[config.mk]
export PLATFORM = sky130hd
export DESIGN_NAME = bus_arbiter
export DESIGN_NICKNAME = d
export VERILOG_FILES = /design/src/rtl/bus_arbiter.sv
export SDC_FILE = /design/constraint.sdc
export NUM_CORES = 1
export LEC_CHECK = 0
export CAP_MARGIN = 20
export CORE_AREA = 3 3 189 191
export CTS_CLUSTER_DIAMETER = 120
export DETAILED_ROUTE_END_ITERATION = 6
export DIE_AREA = 0 0 192 194
export SYNTH_ARGS = -nofsm -noshare
export SYNTH_HDL_FRONTEND = slang
export SYNTH_SLANG_ARGS = --single-unit
[constraint.sdc]
create_clock -name clk -period 3.2 [get_ports clk]
set_input_delay 0.32 -clock clk [delete_from_list [all_inputs] [get_ports clk]]
set_output_delay 0.32 -clock clk [all_outputs]
set_load 0.005 [all_outputs]
[src/rtl/bus_arbiter.sv]
// Round-robin arbiter sharing the main system bus between the page walker and the caches.
// Grants are registered; the owner's request channel and response strobe are muxed combinationally.
module bus_arbiter #(
  parameter int unsigned NUM_REQ        = 4,
  parameter int unsigned BUS_DATA_WIDTH = 64,
  parameter int unsigned BUS_TAG_WIDTH  = 13,
  parameter int unsigned GRANT_TIMEOUT  = 15,
  parameter int unsigned ID_WIDTH       = $clog2(NUM_REQ)
) (
  input  logic                              clk,
  input  logic                              reset,
  input  logic [NUM_REQ-1:0]                abtr_reqcyc,
  input  logic [NUM_REQ-1:0]                bus_busy,
  output logic [NUM_REQ-1:0]                abtr_grant,
  output logic                              owner_valid,
  output logic [ID_WIDTH-1:0]               owner_id,
  input  logic [NUM_REQ-1:0]                m_reqcyc,
  input  logic [NUM_REQ*BUS_DATA_WIDTH-1:0] m_req,
  input  logic [NUM_REQ*BUS_TAG_WIDTH-1:0]  m_reqtag,
  input  logic [NUM_REQ-1:0]                m_respack,
  output logic [NUM_REQ-1:0]                m_respcyc,
  output logic                              main_bus_reqcyc,
  output logic [BUS_DATA_WIDTH-1:0]         main_bus_req,
  output logic [BUS_TAG_WIDTH-1:0]          main_bus_reqtag,
  output logic                              main_bus_respack,
  input  logic                              main_bus_respcyc,
  input  logic [BUS_DATA_WIDTH-1:0]         main_bus_resp,
  input  logic [BUS_TAG_WIDTH-1:0]          main_bus_resptag
);

  typedef enum logic [1:0] {StIdle, StGrant, StOwned, StRelease} state_e;

  state_e              state_q;
  logic [ID_WIDTH-1:0] last_owner_q;
  logic [7:0]          tmo_cnt_q;
  logic [7:0]          tmo_inc;

  logic                pick_found;
  logic [ID_WIDTH-1:0] pick_id;
  logic [ID_WIDTH-1:0] pick_idx;
  logic [NUM_REQ-1:0]  pick_grant;
  logic                owner_busy;
  logic                owner_req;

  // Response data and tag are broadcast at top level and do not pass through here.
  logic unused_resp;
  assign unused_resp = ^{main_bus_resp, main_bus_resptag};

  assign owner_busy = |(bus_busy & abtr_grant);
  assign owner_req  = |(abtr_reqcyc & abtr_grant);
  assign tmo_inc    = (tmo_cnt_q == 8'hFF) ? 8'hFF : tmo_cnt_q + 8'd1;

  // First requester strictly after the last owner, wrapping.
  always_comb begin
    pick_found = 1'b0;
    pick_id    = '0;
    pick_idx   = '0;
    pick_grant = '0;
    for (int unsigned i = 1; i <= NUM_REQ; i++) begin
      pick_idx = ID_WIDTH'((32'(last_owner_q) + i) % NUM_REQ);
      if (!pick_found && abtr_reqcyc[pick_idx]) begin
        pick_found           = 1'b1;
        pick_id              = pick_idx;
        pick_grant[pick_idx] = 1'b1;
      end
    end
  end

  always_ff @(posedge clk or negedge reset) begin
    if (!reset) begin
      state_q      <= StIdle;
      abtr_grant   <= '0;
      owner_valid  <= 1'b0;
      owner_id     <= '0;
      last_owner_q <= ID_WIDTH'(NUM_REQ - 1);
      tmo_cnt_q    <= '0;
    end else begin
      unique case (state_q)
        StIdle: begin
          if (pick_found) begin
            abtr_grant  <= pick_grant;
            owner_id    <= pick_id;
            owner_valid <= 1'b1;
            tmo_cnt_q   <= '0;
            state_q     <= StGrant;
          end
        end
        StGrant: begin
          if (owner_busy) begin
            state_q <= StOwned;
          end else if (!owner_req || (tmo_inc >= 8'(GRANT_TIMEOUT))) begin
            abtr_grant  <= '0;
            owner_valid <= 1'b0;
            state_q     <= StRelease;
          end else begin
            tmo_cnt_q <= tmo_inc;
          end
        end
        StOwned: begin
          if (!owner_busy) begin
            abtr_grant  <= '0;
            owner_valid <= 1'b0;
            state_q     <= StRelease;
          end
        end
        StRelease: begin
          // owner_id still holds the departing master here.
          last_owner_q <= owner_id;
          state_q      <= StIdle;
        end
        default: state_q <= StIdle;
      endcase
    end
  end

  always_comb begin
    main_bus_reqcyc  = 1'b0;
    main_bus_req     = '0;
    main_bus_reqtag  = '0;
    main_bus_respack = 1'b0;
    m_respcyc        = '0;
    for (int i = 0; i < NUM_REQ; i++) begin
      if (owner_valid && abtr_grant[i]) begin
        main_bus_reqcyc  = m_reqcyc[i];
        main_bus_req     = m_req[i*BUS_DATA_WIDTH +: BUS_DATA_WIDTH];
        main_bus_reqtag  = m_reqtag[i*BUS_TAG_WIDTH +: BUS_TAG_WIDTH];
        main_bus_respack = m_respack[i];
        m_respcyc[i]     = main_bus_respcyc;
      end
    end
  end

endmodule

==> results.toml, run 1 <==
[floorplanning]
die_h_um = 194
die_area_sq_um = 37200
start_util_pct = 10.7
die_x_um = 192
rows = 68
core_area_sq_um = 34300
io-pin-count = 494

[pwr]
p_leak_nw = 3.00
peakVddDrop_mv = 0.451
powerDensity_nw_per_um2 = 643

[synth]
ys_seq_elements = 19
synthArstFlopShare_pct = 100
syn-mean-instance-area_sq_um = 6.85
synth_flop_cell = "dfrtp_1"
syn-num-nets = 948
post-synth-top-count-cell = "o21ai_0"
synth_top_cell_by_area = "a221o_1"
synthTopCellsByArea = "a221o_1, o21ai_0, dfrtp_1"
synth_area_sq_um = 3650
ys.warnings.count = 0
synth-edff-count = 0
syn_inst = 533
ys_seq_area_share_pct = 13.1
yosys-top-cells-count = "o21ai_0, nand2_1, a221o_1"
synth.distinct_cells = 49
synth_top_area_share_pct = 22.2

[critical_path]
critical-path-max-stage-delay_ps = 600
crit_slowest_cell = "clkdlybuf4s50_1"
path_common_cell = "o21ai_0"
required_ps = 2880
regToRegSetupSlack_ps = 400
crit_chain = "and2_4 -> buf_12 -> a221o_1 -> o21ai_0 -> o21ai_0 -> clkdlybuf4s50_1"
crit_fanout = 33
worstSetupEndpointType = "output pin"
r2r_end = "abtr_grant[3]$_DFFE_PN0P_"
worstSetupStartpointType = "flip-flop"
arrival_ps = 2630
reg2reg_from = "last_owner_q[1]$_DFFE_PN1N_"
r2r_cells = 8
critical_path_class = "flip-flop to output pin"

[global_route]
grt_pass1_wl_mm = 35.9
grt_max_degree = 85
grt_antenna_before_repair = 7
grt.overflow.total = 0
grt_use_total_pct = 12.6
grt_pass1_vias = 5633

[placement]
gp_congestion = 0.843
dp.cells = 1366
dp_hpwl_mm = 21.2
numPortBuffers = 416
placed_area_sq_um = 8410

[cells_and_area]
fin_cells = 1372
nNetsFinal = 1331
fillers = 3717
drive_above_1_share_pct = 5.79
design_area_sq_um = 8500
area_delta_synth_final_pct = 133

[outcome]
outcome = "complete, no violations"

[sta]
finalCritPeriodShare_pct = 92.3
rsz0062_at_grt = "no"
min_period_ps = 2950
fin_tns_setup_ps = 0
fmax_ghz = 0.339
fin_skew_ps = 2.08
max_slew_margin_pct = 43.3
final-setup-viol-count = 0
tightest_slew_ps = 847
slew_violations = 0
hold_viol = 0

[clocking]
cts_setup_buffers = 0
clock-sinks = 19
cts_tree = "yes"
htree_levels = 1
cts.path.max_buffers = 2
cts_root_buf = "clkbuf_16"
clkTransAtPathRegs_ps = 50
clock_latency_ps = 250
cts_made_buffers = 3

[hold_path]
worstHoldPathType = "flip-flop to flip-flop"
worstHoldPathCells = 1
hold_path_end = "tmo_cnt_q[6]$_DFFE_PN0P_"
holdCritStartpoint = "tmo_cnt_q[6]$_DFFE_PN0P_"

[detailed_routing]
via_per_inst = 4.26
vias = 5844
wl_per_cell_um = 19.0
drtIter0Drc = 368
drtPass1Iterations = 5
drc = 0
routed_wl_mm = 26.0
ant_nets = 0

[job]
cap_violations = 0
logic make-up after synthesis:
logic type                 after synthesis  share of synthesized area (%)
AOI/OAI and AO/OA                      283                           53.5
muxes                                   13                           5.28
DFF                                     19                           13.1
and+or+nand+nor                        143                           17.2
adders and majority gates               11                           3.77
buffers and inverters                   64                           7.23
layout by cell type (no fill, tap or decap), types with 2 or more instances in the layout:
cell type | Yosys | layout
nor2b_1 | 3 | 3
clkdlybuf4s50_1 | 0 | 412
and2_1 | 6 | 4
a221o_1 | 81 | 81
nor3_1 | 2 | 2
a22oi_1 | 2 | 2
nand3_1 | 2 | 2
nor2_1 | 11 | 10
mux2i_1 | 5 | 5
diode_2 | 0 | 2
clkbuf_16 | 0 | 3
nand2_1 | 98 | 97
mux2_4 | 5 | 5
or2_2 | 2 | 2
and2_4 | 0 | 3
o22a_1 | 2 | 2
ha_1 | 11 | 11
a21oi_1 | 4 | 4
o21ai_0 | 162 | 162
a221oi_1 | 4 | 4
nand2b_1 | 4 | 4
and3_1 | 7 | 7
dfrtp_1 | 17 | 16
a22o_1 | 2 | 2
dfstp_2 | 2 | 2
o21bai_1 | 5 | 5
mux4_2 | 3 | 3
a221oi_2 | 2 | 2
buf_4 | 1 | 13
nand2_2 | 1 | 2
o21ai_1 | 7 | 7
inv_1 | 7 | 7
o2bb2ai_1 | 4 | 4
buf_12 | 0 | 9
routing by layer:
layer	GRT usage [%]	routed length (um)	part of all wire, %	vias up
met1	15.4	10600	41	2709
met2	22.5	12700	49	284
met3	2.95	2370	9.1	18
met4	2.27	413	1.6	6
met5	0	45	0.17	-
li1	-	-	-	2827
repair_timing:
item	CTS	global route
hold buffers	0	0
setup endpoints to repair	0	5
gates resized for setup	0	2
worst max-delay path, delay by kind of cell (launching register included):
kind / cells / cell delay [ps]
AO/OA/AOI/OAI: 3 / 630
buffers and inverters: 2 / 870
flip-flops: 1 / 490
AND/OR/NAND/NOR: 1 / 360
per-stage QoR:
step	utilization [%]	total power [W]	worst slack [ps]	hold slack, ps
after CTS	24.8	0.00556	133	528
after global placement	24.5	0.00524	454	504
final	24.8	0.00546	247	525
after global routing	24.8	0.00588	132	564
after floorplan	-	0.00262	551	24.4
after detailed placement	24.5	0.00525	410	511
final cells by class:
cell class,instances,area [sq um],share of cell area (%)
multi-input cells,450,2930,34.4
flip-flops and latches,19,479,5.64
diodes,2,5.00,0.0589
inverters,7,26.3,0.309
well taps,455,569,6.70
clock inverters,1,5.00,0.0589
clock buffers,3,75.1,0.883
repair buffers,435,4410,51.9
registers in the layout, summed over array words and instances (netlist names):
signal / flops
abtr_grant: 4
last_owner_q: 2
owner_id: 2
owner_valid: 1
state_q: 2
tmo_cnt_q: 8
how the worst max path moves through the flow:
stage / from / to / slack (ps) / cells past startpoint
finish: owner_valid$_DFFE_PN0P_ / main_bus_req[46] / 250 / 6
global route: abtr_grant[0]$_DFFE_PN0P_ / main_bus_req[5] / 130 / 8
CTS: owner_valid$_DFFE_PN0P_ / main_bus_reqtag[12] / 130 / 7
detailed placement: owner_valid$_DFFE_PN0P_ / main_bus_req[38] / 410 / 7
global placement: owner_valid$_DFFE_PN0P_ / main_bus_req[34] / 450 / 7
floorplan: last_owner_q[0]$_DFFE_PN1N_ / abtr_grant[0]$_DFFE_PN0P_ / 550 / 10
power breakdown:
part / internal [W] / total (W) / switching (W)
registers: 0.000327 / 0.000447 / 0.000119
logic: 0.00257 / 0.00476 / 0.00219
clock network: 0.000168 / 0.000259 / 0.0000913
total: 0.00306 / 0.00546 / 0.00240
Note: power is estimated with default switching activity, not from simulation.
==> run 2, diff against run 1 <==
Settings changed: PLACE_DENSITY_LB_ADDON from default to 0.3.
==> run 2 against run 1 <==
Non-clock buffer count shrank 1. First-iteration DRC count fell by 15%. Critical path depth did not move. Wire length down 2.2%. Final area decreased by 0.38%. Total power down 1.8%. Sequential share of layout area barely moved. Worst hold slack got worse by 7.6 ps.
==> results.toml, run 2 (same netlist as run 1, synthesis figures left out) <==
[sta]
slew_violations = 0
tightest_slew_ps = 882
final-setup-viol-count = 0
min_period_ps = 3060
fmax_ghz = 0.327
rsz0062_at_grt = "no"
max_slew_margin_pct = 41.0
fin_skew_ps = 2.07
fin_tns_setup_ps = 0
finalCritPeriodShare_pct = 95.6
hold_viol = 0

[clocking]
htree_levels = 1
clock_latency_ps = 250
cts_tree = "yes"
cts.path.max_buffers = 2
ctsResizeCount = 0
cts_root_buf = "clkbuf_16"
clkTransAtPathRegs_ps = 60
cts_made_buffers = 3
cts_setup_buffers = 0
clock-sinks = 19
cts_hold_buf = 0

[cells_and_area]
design_area_sq_um = 8470
area_delta_synth_final_pct = 132
largest_reg_flops = 8
n_antenna_cell = 0
nNetsFinal = 1330
reg_top3 = "tmo_cnt_q: 8 flops, abtr_grant: 4 flops"
final_cell_mix = "clkdlybuf4s50_1, o21ai_0, nand2_1"
layout_commonest_cell = "clkdlybuf4s50_1"
fin_util_pct = 24.7
regMostFlops = "tmo_cnt_q"
fin_cells = 1369
drive_above_1_share_pct = 5.14

[critical_path]
critical-path-max-stage-delay_ps = 630
required_ps = 2880
reg2reg_from = "last_owner_q[0]$_DFFE_PN1N_"
crit_slowest_cell = "clkdlybuf4s50_1"
crit_fanout = 15
worstSetupEndpointType = "output pin"
r2r_end = "abtr_grant[3]$_DFFE_PN0P_"
critical_path_class = "flip-flop to output pin"
path_common_cell = "o21ai_0"
arrival_ps = 2740
critPathLaunch = "owner_valid$_DFFE_PN0P_"
worstSetupStartpointType = "flip-flop"
regToRegSetupSlack_ps = 260
r2r_cells = 8
worstSetupEndpoint = "main_bus_req[49]"
crit_chain = "and2_4 -> buf_4 -> a221o_1 -> o21ai_0 -> o21ai_0 -> clkdlybuf4s50_1"

[floorplanning]
io-pin-count = 494
die_h_um = 194
die_area_sq_um = 37200
start_util_pct = 10.7
rows = 68
core_area_sq_um = 34300
die_x_um = 192

[detailed_routing]
ant_nets = 0
drtIter0Drc = 313
vias = 5767
routed_wl_mm = 25.5
drc = 0
wl_per_cell_um = 18.6
drtPass1Iterations = 5
via_per_inst = 4.21

[placement]
dp_hpwl_mm = 20.1
numPortBuffers = 416
placed_area_sq_um = 8390
gp_congestion = 0.811
dp.cells = 1365

[global_route]
grt_antenna_before_repair = 0
grt_pass1_wl_mm = 35.8
grt.overflow.total = 0
grt_pass1_vias = 5894
grt_use_total_pct = 12.3
grt_max_degree = 78

[pwr]
powerDensity_nw_per_um2 = 633
p_leak_nw = 2.98
peakVddDrop_mv = 0.320

[outcome]
outcome = "complete, no violations"

[hold_path]
worstHoldPathType = "flip-flop to flip-flop"
holdCritStartpoint = "tmo_cnt_q[7]$_DFFE_PN0P_"

[job]
cap_violations = 0
-- run 2: area by class of cell --
class	instances	area, sq um
flip-flops and latches	19	478
fillers	3715	25800
repair buffers	434	4390
multi-input cells	450	2930
well taps	455	569
clock inverters	1	5.00
inverters	7	26.3
clock buffers	3	75.1
-- run 2: metrics by stage --
stage / power (W) / hold WS [ps] / setup slack (ps)
after global routing: 0.00580 / 543 / 2.12
after global placement: 0.00516 / 498 / 348
final: 0.00536 / 517 / 142
after CTS: 0.00544 / 520 / 89.2
after floorplan: 0.00262 / 24.4 / 551
after detailed placement: 0.00514 / 509 / 287
-- run 2: report_power, final --
group | switching (W) | internal, W
sequential | 0.000142 | 0.000327
clock | 0.0000922 | 0.000168
combinational | 0.00209 | 0.00254
-- run 2: routing by layer --
layer,up-vias,routed length (um),GRT usage [%]
met3,12,2060,2.28
met4,0,235,1.62
li1,2825,-,-
met5,-,0,0
met2,248,12900,22.9
met1,2682,10200,15.0
-- run 2: worst min-delay path by stage --
stage	depth (start not counted)	end	slack [ps]
6_report	1	tmo_cnt_q[7]$_DFFE_PN0P_	520
5_1_grt	1	tmo_cnt_q[6]$_DFFE_PN0P_	540
3_5_place_dp	1	tmo_cnt_q[7]$_DFFE_PN0P_	510
4_1_cts	1	tmo_cnt_q[7]$_DFFE_PN0P_	520
2_1_floorplan	0	abtr_grant[0]$_DFFE_PN0P_	20
3_3_place_gp	1	tmo_cnt_q[7]$_DFFE_PN0P_	500
-- run 2: worst max-delay path, delay by kind of cell (launching register included) --
kind | cells | cell delay, ps
compound gates | 3 | 560
buf+inv | 2 | 880
flops | 1 | 580
simple gates | 1 | 450
